<file path="src/rtl/composite_pkg.sv">
// rtl/composite_pkg.sv - shared level encodings, region types and default PAL-like timing
package composite_pkg;

    localparam logic [1:0] LVL_SYNC  = 2'b00;
    localparam logic [1:0] LVL_BLACK = 2'b01;
    localparam logic [1:0] LVL_GREY  = 2'b10;
    localparam logic [1:0] LVL_WHITE = 2'b11;

    typedef enum logic [1:0] {HR_SYNC, HR_BACK, HR_ACTIVE, HR_FRONT} h_region_e;
    typedef enum logic [1:0] {VR_SYNC, VR_BLANK, VR_ACTIVE, VR_BOTTOM} v_region_e;

    localparam int DEF_H_TOTAL  = 64;
    localparam int DEF_H_SYNC   = 5;
    localparam int DEF_H_BACK   = 7;
    localparam int DEF_H_ACTIVE = 50;
    localparam int DEF_V_TOTAL  = 312;
    localparam int DEF_V_VSYNC  = 3;
    localparam int DEF_V_BLANK  = 20;
    localparam int DEF_V_ACTIVE = 256;
    localparam int DEF_XW       = 8;
    localparam int DEF_YW       = 9;

endpackage

</file>
<file path="src/rtl/composite_line_counter.sv">
// rtl/composite_line_counter.sv - hcnt/vcnt wrap counters and H/V region decode
module composite_line_counter
    import composite_pkg::*;
#(
    parameter int H_TOTAL  = DEF_H_TOTAL,
    parameter int H_SYNC   = DEF_H_SYNC,
    parameter int H_BACK   = DEF_H_BACK,
    parameter int H_ACTIVE = DEF_H_ACTIVE,
    parameter int V_TOTAL  = DEF_V_TOTAL,
    parameter int V_VSYNC  = DEF_V_VSYNC,
    parameter int V_BLANK  = DEF_V_BLANK,
    parameter int V_ACTIVE = DEF_V_ACTIVE,
    parameter int HW       = $clog2(H_TOTAL),
    parameter int VW       = $clog2(V_TOTAL)
) (
    input  logic          clk,
    input  logic          rst_n,
    input  logic          i_pix_ce,
    output logic [HW-1:0] o_hcnt,
    output logic [VW-1:0] o_vcnt,
    output h_region_e     o_h_region,
    output v_region_e     o_v_region
);

    localparam logic [HW-1:0] H_LAST    = HW'(H_TOTAL - 1);
    localparam logic [HW-1:0] H_B_START = HW'(H_SYNC);
    localparam logic [HW-1:0] H_A_START = HW'(H_SYNC + H_BACK);
    localparam logic [HW-1:0] H_F_START = HW'(H_SYNC + H_BACK + H_ACTIVE);
    localparam logic [VW-1:0] V_LAST    = VW'(V_TOTAL - 1);
    localparam logic [VW-1:0] V_B_START = VW'(V_VSYNC);
    localparam logic [VW-1:0] V_A_START = VW'(V_VSYNC + V_BLANK);
    localparam logic [VW-1:0] V_F_START = VW'(V_VSYNC + V_BLANK + V_ACTIVE);

    logic [HW-1:0] r_hcnt;
    logic [VW-1:0] r_vcnt;

    always_ff @(posedge clk or negedge rst_n) begin
        if (!rst_n) begin
            r_hcnt <= '0;
            r_vcnt <= '0;
        end else if (i_pix_ce) begin
            if (r_hcnt == H_LAST) begin
                r_hcnt <= '0;
                r_vcnt <= (r_vcnt == V_LAST) ? '0 : r_vcnt + 1'b1;
            end else begin
                r_hcnt <= r_hcnt + 1'b1;
            end
        end
    end

    always_comb begin
        o_h_region = HR_FRONT;
        if (r_hcnt < H_B_START)      o_h_region = HR_SYNC;
        else if (r_hcnt < H_A_START) o_h_region = HR_BACK;
        else if (r_hcnt < H_F_START) o_h_region = HR_ACTIVE;

        o_v_region = VR_BOTTOM;
        if (r_vcnt < V_B_START)      o_v_region = VR_SYNC;
        else if (r_vcnt < V_A_START) o_v_region = VR_BLANK;
        else if (r_vcnt < V_F_START) o_v_region = VR_ACTIVE;
    end

    assign o_hcnt = r_hcnt;
    assign o_vcnt = r_vcnt;

endmodule

</file>
<file path="src/rtl/composite_timing_gen.sv">
// rtl/composite_timing_gen.sv - composite sync/level/pixel-coordinate generator; COMPOSITE_TEST_PATTERN_EN selects bar pattern
module composite_timing_gen
    import composite_pkg::*;
#(
    parameter int H_TOTAL  = DEF_H_TOTAL,
    parameter int H_SYNC   = DEF_H_SYNC,
    parameter int H_BACK   = DEF_H_BACK,
    parameter int H_ACTIVE = DEF_H_ACTIVE,
    parameter int V_TOTAL  = DEF_V_TOTAL,
    parameter int V_VSYNC  = DEF_V_VSYNC,
    parameter int V_BLANK  = DEF_V_BLANK,
    parameter int V_ACTIVE = DEF_V_ACTIVE,
    parameter int XW       = DEF_XW,
    parameter int YW       = DEF_YW
) (
    input  logic          clk,
    input  logic          rst_n,
    input  logic          i_pix_ce,
    input  logic [1:0]    i_pix_in,
    output logic          o_sync_n,
    output logic [1:0]    o_level,
    output logic          o_active,
    output logic [XW-1:0] o_x,
    output logic [YW-1:0] o_y,
    output logic          o_field_start
);

    localparam int HW = $clog2(H_TOTAL);
    localparam int VW = $clog2(V_TOTAL);
    localparam logic [HW-1:0] H_BROAD_END = HW'(H_TOTAL - H_SYNC);
    localparam logic [HW-1:0] H_A_START   = HW'(H_SYNC + H_BACK);
    localparam logic [VW-1:0] V_A_START   = VW'(V_VSYNC + V_BLANK);

    if (H_SYNC < 1 || H_BACK < 1 || H_TOTAL - H_SYNC - H_BACK - H_ACTIVE < 1) begin : g_bad_h
        $error("composite_timing_gen: horizontal timing out of range");
    end
    if (V_VSYNC < 1 || V_BLANK < 1 || V_VSYNC + V_BLANK + V_ACTIVE > V_TOTAL) begin : g_bad_v
        $error("composite_timing_gen: vertical timing out of range");
    end
    if ((1 << XW) < H_ACTIVE || (1 << YW) < V_ACTIVE) begin : g_bad_xy
        $error("composite_timing_gen: XW/YW too narrow");
    end

    logic [HW-1:0] w_hcnt;
    logic [VW-1:0] w_vcnt;
    h_region_e     w_h_region;
    v_region_e     w_v_region;
    logic          w_sync_lo;
    logic          w_visible;
    logic [HW-1:0] w_hoff;
    logic [VW-1:0] w_voff;
    logic [XW-1:0] w_x;
    logic [YW-1:0] w_y;
    logic [1:0]    w_pix;

    composite_line_counter #(
        .H_TOTAL (H_TOTAL),  .H_SYNC  (H_SYNC),  .H_BACK  (H_BACK),  .H_ACTIVE(H_ACTIVE),
        .V_TOTAL (V_TOTAL),  .V_VSYNC (V_VSYNC), .V_BLANK (V_BLANK), .V_ACTIVE(V_ACTIVE),
        .HW      (HW),       .VW      (VW)
    ) u_line_counter (
        .clk        (clk),
        .rst_n      (rst_n),
        .i_pix_ce   (i_pix_ce),
        .o_hcnt     (w_hcnt),
        .o_vcnt     (w_vcnt),
        .o_h_region (w_h_region),
        .o_v_region (w_v_region)
    );

    // Field-sync lines carry broad pulses: low for all but the last H_SYNC ticks.
    assign w_sync_lo = (w_v_region == VR_SYNC) ? (w_hcnt < H_BROAD_END)
                                               : (w_h_region == HR_SYNC);
    assign w_visible = (w_h_region == HR_ACTIVE) && (w_v_region == VR_ACTIVE);
    assign w_hoff    = w_hcnt - H_A_START;
    assign w_voff    = w_vcnt - V_A_START;
    assign w_x       = w_visible ? XW'(w_hoff) : '0;
    assign w_y       = w_visible ? YW'(w_voff) : '0;

`ifdef COMPOSITE_TEST_PATTERN_EN
    localparam logic [XW-1:0] BAND = XW'(H_ACTIVE / 4);
    logic [1:0] w_band;
    logic       w_unused_pix;
    assign w_band       = 2'(w_x / BAND);
    assign w_unused_pix = ^i_pix_in;

    always_comb begin
        w_pix = LVL_BLACK;
        case (w_band)
            2'd0: w_pix = LVL_BLACK;
            2'd1: w_pix = LVL_GREY;
            2'd2: w_pix = LVL_WHITE;
            2'd3: w_pix = LVL_GREY;
            default: w_pix = LVL_BLACK;
        endcase
        if (w_y == '0) w_pix = LVL_WHITE;
    end
`else
    assign w_pix = (i_pix_in == LVL_SYNC) ? LVL_BLACK : i_pix_in;
`endif

    always_ff @(posedge clk or negedge rst_n) begin
        if (!rst_n) begin
            o_sync_n      <= 1'b1;
            o_level       <= LVL_BLACK;
            o_active      <= 1'b0;
            o_x           <= '0;
            o_y           <= '0;
            o_field_start <= 1'b0;
        end else begin
            o_field_start <= 1'b0;
            if (i_pix_ce) begin
                o_sync_n      <= ~w_sync_lo;
                o_level       <= w_sync_lo ? LVL_SYNC : (w_visible ? w_pix : LVL_BLACK);
                o_active      <= w_visible;
                o_x           <= w_x;
                o_y           <= w_y;
                o_field_start <= (w_hcnt == '0) && (w_vcnt == '0);
            end
        end
    end

endmodule

</file>
<file path="config.mk">
export PLATFORM = sky130hd
export DESIGN_NAME = composite_timing_gen
export DESIGN_NICKNAME = d
export VERILOG_FILES = /design/src/rtl/composite_pkg.sv /design/src/rtl/composite_line_counter.sv /design/src/rtl/composite_timing_gen.sv
export SDC_FILE = /design/constraint.sdc
export NUM_CORES = 1
export LEC_CHECK = 0
export ABC_AREA = 1
export BUFFER_PORTS_ARGS = -buffer_cell sky130_fd_sc_hd__buf_4
export CORE_AREA = 2 2 79 96
export DETAILED_ROUTE_END_ITERATION = 7
export DIE_AREA = 0 0 81 98
export PLACE_DENSITY = 0.5
export SLEW_MARGIN = 10
export SYNTH_ARGS = -nofsm -noshare
export SYNTH_HDL_FRONTEND = slang
export SYNTH_SLANG_ARGS = --single-unit
</file>
<file path="constraint.sdc">
create_clock -name clk -period 1.95 [get_ports clk]
set_input_delay 0.585 -clock clk [delete_from_list [all_inputs] [get_ports clk]]
set_output_delay 0.585 -clock clk [all_outputs]
set_load 0.01 [all_outputs]
</file>
==> results.cfg, run 1 <==
[synth]
synth-simple-area-share_pct = 24.7
synth_mux_area_share_pct = 0
synth-seq-cells = 35
synth_area_per_cell_sq_um = 8.55
netlist.top_cell.by_area = dfrtp_1
yosysMostFrequentCell = inv_1
syn_inst = 245
syn-cell-area_sq_mm = 0.00210
synth-compound-area-share_pct = 11.4
yosys.area.top_type_share_pct = 39.4
synthFlopType = dfrtp_1
seq_area_frac_synth_pct = 41.9
synth_edf_count = 0
synth-async-reset-ratio_pct = 100
yosys-top-cells-area = dfrtp_1 39%, inv_1 8.1%, nor2_1 6.4%
synthAdderAreaFrac_pct = 5.37
synth_xor_area_share_pct = 4.18
synthTopCellsByCount = 45 x inv_1, 36 x nor2_1, 34 x nand2_1
synth_top_family_by_area = simple AND/OR/NAND/NOR gates
yosysUniqueCellTypes = 33
yosysWarnings = 0

[die]
initial_utilization_pct = 29.7
core_area_sq_mm = 0.00706
rows = 34
die_h_um = 98
dieArea_sq_mm = 0.00794
fp.dieW_um = 81
io_pins = 27

[critical_path]
crit_path_end_kind = flip-flop
cp_common_cell = inv_1
worstSetupPathType = reg2reg
r2r_start = u_line_counter.o_hcnt[3]
critPathMaxStageDelay_ns = 0.44
required_ns = 2.16
cp.buffers_inverters = 3
crit_family = flip-flops
path_cells = ha_1 -> inv_1 -> nand2_1 -> nand3_1 -> inv_1 -> nand4_4 -> buf_12 -> o21bai_1
cp-start-kind = flip-flop
slowest_stage = dfrtp_1
critPathMaxFanout = 14
startpoint = u_line_counter.o_hcnt[3]
cp_data_arrival_time_ns = 1.88

[drt]
drt_iter0_markers = 70
final_antenna_net_count = 0
routed_wl_um = 4370
dr_total_vias = 1581
drtPass1Iterations = 4
viasPerCell = 4.30
drcViolationCount = 0
wl_per_cell_um = 11.9

[global_route]
grt_pass1_wl_um = 7430
grt_use_met2_pct = 18.2
use_met3_pct = 2.68
grt_max_degree = 36
met1_usage_pct = 16.7
grt.busiest_layer = met2
antenna_found_initial = 0
first_global_vias = 1590
grtUsageTotal_pct = 12.0
grt.overflow.total = 0

[power]
ir_drop_uv = 271
pwr_density_cell_mw_per_mm2 = 989
p_total_mw = 2.44
power_leakage_nw = 1.32

[cells_and_area]
multi_input_area_sq_um = 963
nFillCells = 785
final_core_util_pct = 35.0
area_delta_synth_final_pct = 17.8
regArea_sq_um = 878
nets = 291
drive_gt1_share_pct = 22.3
final_cell_area_sq_mm = 0.00247
antennaDiodeCount = 0

[sta]
tns_ns = 0
finalCritPeriodShare_pct = 85.7
setup_viol = 0
hold_viol = 0
rsz0062_at_grt = false
clock_skew_ns = 0.00795
max_freq_mhz = 598
min_period_ns = 1.67
finalMaxSlewViolations = 0

[clock_network]
ctsHoldBuffers = 0
cts_tree = yes
cts-root-buf = clkbuf_8
cts_sinks = 35
ctsResizeCount = 0
cts_max_level = 2
ctsLongestPathBuffers = 2
post_cts_buffers = 0
clk_pin_slew_ns = 0.07
worstSkewPairLatency_ns = 0.29
numCtsBuffers = 5

[outcome]
status = finished clean

[flow_run]
maxCapViolCount = 0

[place]
hpwlAfterDp_um = 3340
gp_congestion = 0.825
port_buffers = 24
placed_area_sq_mm = 0.00239

[min_path]
hp-class = in2async
## per-layer routing
metal / wire [um] / part of all wire [%]
met1: 2120 / 49
met2: 2030 / 47
met3: 136 / 3.1
met4: 75 / 1.7
met5: 0 / 0
## power breakdown
group | internal, mW | total, mW | switching, mW
logic | 0.416 | 0.882 | 0.466
clock network | 0.251 | 0.511 | 0.261
registers | 0.907 | 1.05 | 0.142
## flip-flops by register name, indices dropped and copies added (netlist names)
| name | count |
|---|---|
| o_active | 1 |
| u_line_counter.o_vcnt | 9 |
| o_sync_n | 1 |
| u_line_counter.o_hcnt | 6 |
| o_level | 2 |
| o_y | 9 |
| o_x | 6 |
| o_field_start | 1 |
## cells by family (layout without fill, tap and decap cells)
family          after synthesis  count (layout)
fa+ha+maj                     9               9
simple gates                105             105
compound gates               30              30
flops                        35              35
buf+inv                      55              87
xor+xnor                     10              10
other cells                   1               2
## placed cells by master, fill, tap and decap left out, drive strengths merged, types with 3 or more instances in the layout
cell type	count
dfrtp	33
nand4	8
buf	33
nand3	16
inv	46
nand2	35
clkbuf	7
a21oi	4
ha	9
o21bai	16
nor2	39
o21ai	6
nor3	3
xor2	9
## area by class of cell
type | count | area share, %
clock buffer | 7 | 3.09
clock inverter | 1 | 0.203
inverter | 46 | 6.99
multi-input combinational | 156 | 39.0
sequential | 35 | 35.6
tap | 90 | 4.56
timing repair buffer | 33 | 10.5
## worst reg2reg max path, cell delays in order (launching register included)
cell	delay [ns]
dfrtp_1	0.44
ha_1	0.30
inv_1	0.11
nand2_1	0.08
nand3_1	0.07
inv_1	0.13
nand4_4	0.14
buf_12	0.18
o21bai_1	0.15
## metrics by stage
stage	instances	hold WS (ns)	worst slack (ns)
after floorplan	246	0.289	0.409
after global placement	360	0.456	0.342
after detailed placement	360	0.455	0.315
after CTS	368	0.260	0.275
after global routing	368	0.273	0.137
final	368	0.249	0.279
## final timing paths
path                                            endpoint  slack (ns)  depth (start not counted)
min in group clk                              o_level[0]        0.46                          2
worst min register to register                o_level[0]        0.46                          2
worst max register to register                    o_y[1]        0.28                          8
worst max-delay path                              o_y[1]        0.28                          8
max in group asynchronous                     o_level[0]        1.35                          1
worst min-delay path            u_line_counter.o_vcnt[5]        0.25                          1
Power figures use the tool's default switching activity.
==> inputs of run 2 (changes only) <==
==> constraint.sdc (replaced) <==
create_clock -name clk -period 1.6 [get_ports clk]
set_input_delay 0.48 -clock clk [delete_from_list [all_inputs] [get_ports clk]]
set_output_delay 0.48 -clock clk [all_outputs]
set_load 0.01 [all_outputs]
==> run 2 against run 1 <==
Net effect: flip-flop and latch count unchanged; sequential share of layout area decreased by 2.5 points; sequential power increased by 18%; core utilization increased by 2.7 points; worst hold slack got worse by 0.12 ns; first-iteration DRC count decreased by 23%; combinational power increased by 55%; routed wire length increased by 3.2%.
==> results.cfg, run 2 (same netlist as run 1, synthesis figures left out) <==
[outcome]
status = finished clean

[global_route]
grt_pass1_wl_um = 8030
antenna_found_initial = 0
grtUsageTotal_pct = 13.0
grt_max_degree = 36
first_global_vias = 1669
grt.overflow.total = 0

[power]
power_leakage_nw = 1.41
pwr_density_cell_mw_per_mm2 = 1240
ir_drop_uv = 464

[critical_path]
r2r_end = o_x[1]
crit_path_end_kind = flip-flop
required_ns = 1.79
worstSetupPathType = reg2reg
cp.buffers_inverters = 3
r2r_slack_ns = 0.11
critPathMaxFanout = 8
r2r_start = u_line_counter.o_hcnt[2]
critPathMaxStageDelay_ns = 0.42
cp-start-kind = flip-flop
path_cells = buf_12 -> ha_1 -> nand2_1 -> nand3_2 -> nand3_2 -> inv_2 -> nand4_4 -> buf_12 -> o21bai_1
slowest_stage = dfrtp_1
worstRegToRegCells = 9
startpoint = u_line_counter.o_hcnt[2]
cp_data_arrival_time_ns = 1.68
crit_family = flip-flops

[sta]
max_freq_mhz = 671
finalCritPeriodShare_pct = 93.1
setup_viol = 0
clock_skew_ns = 0.00750
hold_viol = 0
rsz0062_at_grt = true
worst_hold_slack_ns = 0.132
min_period_ns = 1.49
finalMaxSlewViolations = 0

[place]
gp_congestion = 0.802
hpwlAfterDp_um = 3440
placed_area_sq_mm = 0.00249
port_buffers = 24

[die]
fp.dieW_um = 81
dieArea_sq_mm = 0.00794
io_pins = 27
initial_utilization_pct = 29.7
die_h_um = 98
rows = 34
core_area_sq_mm = 0.00706

[drt]
wl_per_cell_um = 11.8
final_antenna_net_count = 0
viasPerCell = 4.29
dr_total_vias = 1644
drcViolationCount = 0
drtPass1Iterations = 3
drt_iter0_markers = 54
routed_wl_um = 4510

[cells_and_area]
nFillCells = 749
multi_input_area_sq_um = 1000
final_core_util_pct = 37.6
drive_gt1_share_pct = 30.7
final_cell_area_sq_mm = 0.00266
antennaDiodeCount = 0
final_cell_mix = 45 x buf_4, 43 x inv_1, 35 x nor2_1
nets = 306
final_common_cell = buf_4
regArea_sq_um = 880
area_delta_synth_final_pct = 26.7

[clock_network]
cts_tree = yes
ctsHoldBuffers = 0
worstSkewPairLatency_ns = 0.29
numCtsBuffers = 5
clk_pin_slew_ns = 0.08
ctsLongestPathBuffers = 2
cts-root-buf = clkbuf_8
cts_sinks = 35
cts_max_level = 2

[min_path]
hp-class = in2async

[flow_run]
maxCapViolCount = 0
==> run 2: what timing repair did <==
item                       4_1_cts  5_1_grt
resized for setup                1       12
setup endpoints to repair       14       25
setup buffers                    1        4
pin swaps                        0        2
==> run 2: where the power goes <==
| part | leakage [nW] | internal [mW] | switching (mW) |
|---|---|---|---|
| Clock | 0.0443 | 0.311 | 0.359 |
| Combinational | 0.914 | 0.700 | 0.670 |
| Sequential | 0.452 | 1.10 | 0.138 |
==> run 2: layer usage <==
| metal | global-route usage (%) | share of wire, % |
|---|---|---|
| met4 | 5.08 | 1.8 |
| met5 | 0 | 0 |
| met2 | 20.5 | 48 |
| met3 | 2.03 | 2.4 |
| met1 | 17.9 | 47 |
==> run 2: area by class of cell <==
cell class,instances,share of cell area (%)
repair buffers,48,15.0
well taps,90,4.24
flip-flops and latches,35,33.1
clock inverters,3,0.942
multi-input cells,156,37.6
inverters,46,6.50
clock buffers,5,2.59
==> run 2: worst max path at each step <==
stage | slack, ns | cells after the start | to
floorplan | 0.1 | 8 | o_y[6]
global route | -0.03 | 8 | o_y[2]
CTS | 0.03 | 10 | o_x[1]
finish | 0.11 | 9 | o_x[1]
detailed placement | -0.01 | 10 | o_x[1]
global placement | 0.02 | 10 | o_y[3]
==> run 2: stage by stage <==
| stage | cells | setup WS (ns) | setup TNS (ns) | power [mW] |
|---|---|---|---|---|
| floorplan | 246 | 0.0971 | 0 | 1.97 |
| global placement | 370 | 0.0236 | 0 | 2.53 |
| detailed placement | 370 | -0.0147 | -0.0391 | 2.54 |
| CTS | 379 | 0.0274 | 0 | 3.25 |
| global route | 383 | -0.0287 | -0.0474 | 3.56 |
| finish | 383 | 0.110 | 0 | 3.28 |
==> run 2: worst reg2reg max path, delay by kind of cell, from the launching register on <==
kind	cells	cell delay, ns
compound gates	1	0.07
fa+ha+maj	1	0.19
buf+inv	3	0.35
flops	1	0.42
simple gates	4	0.36
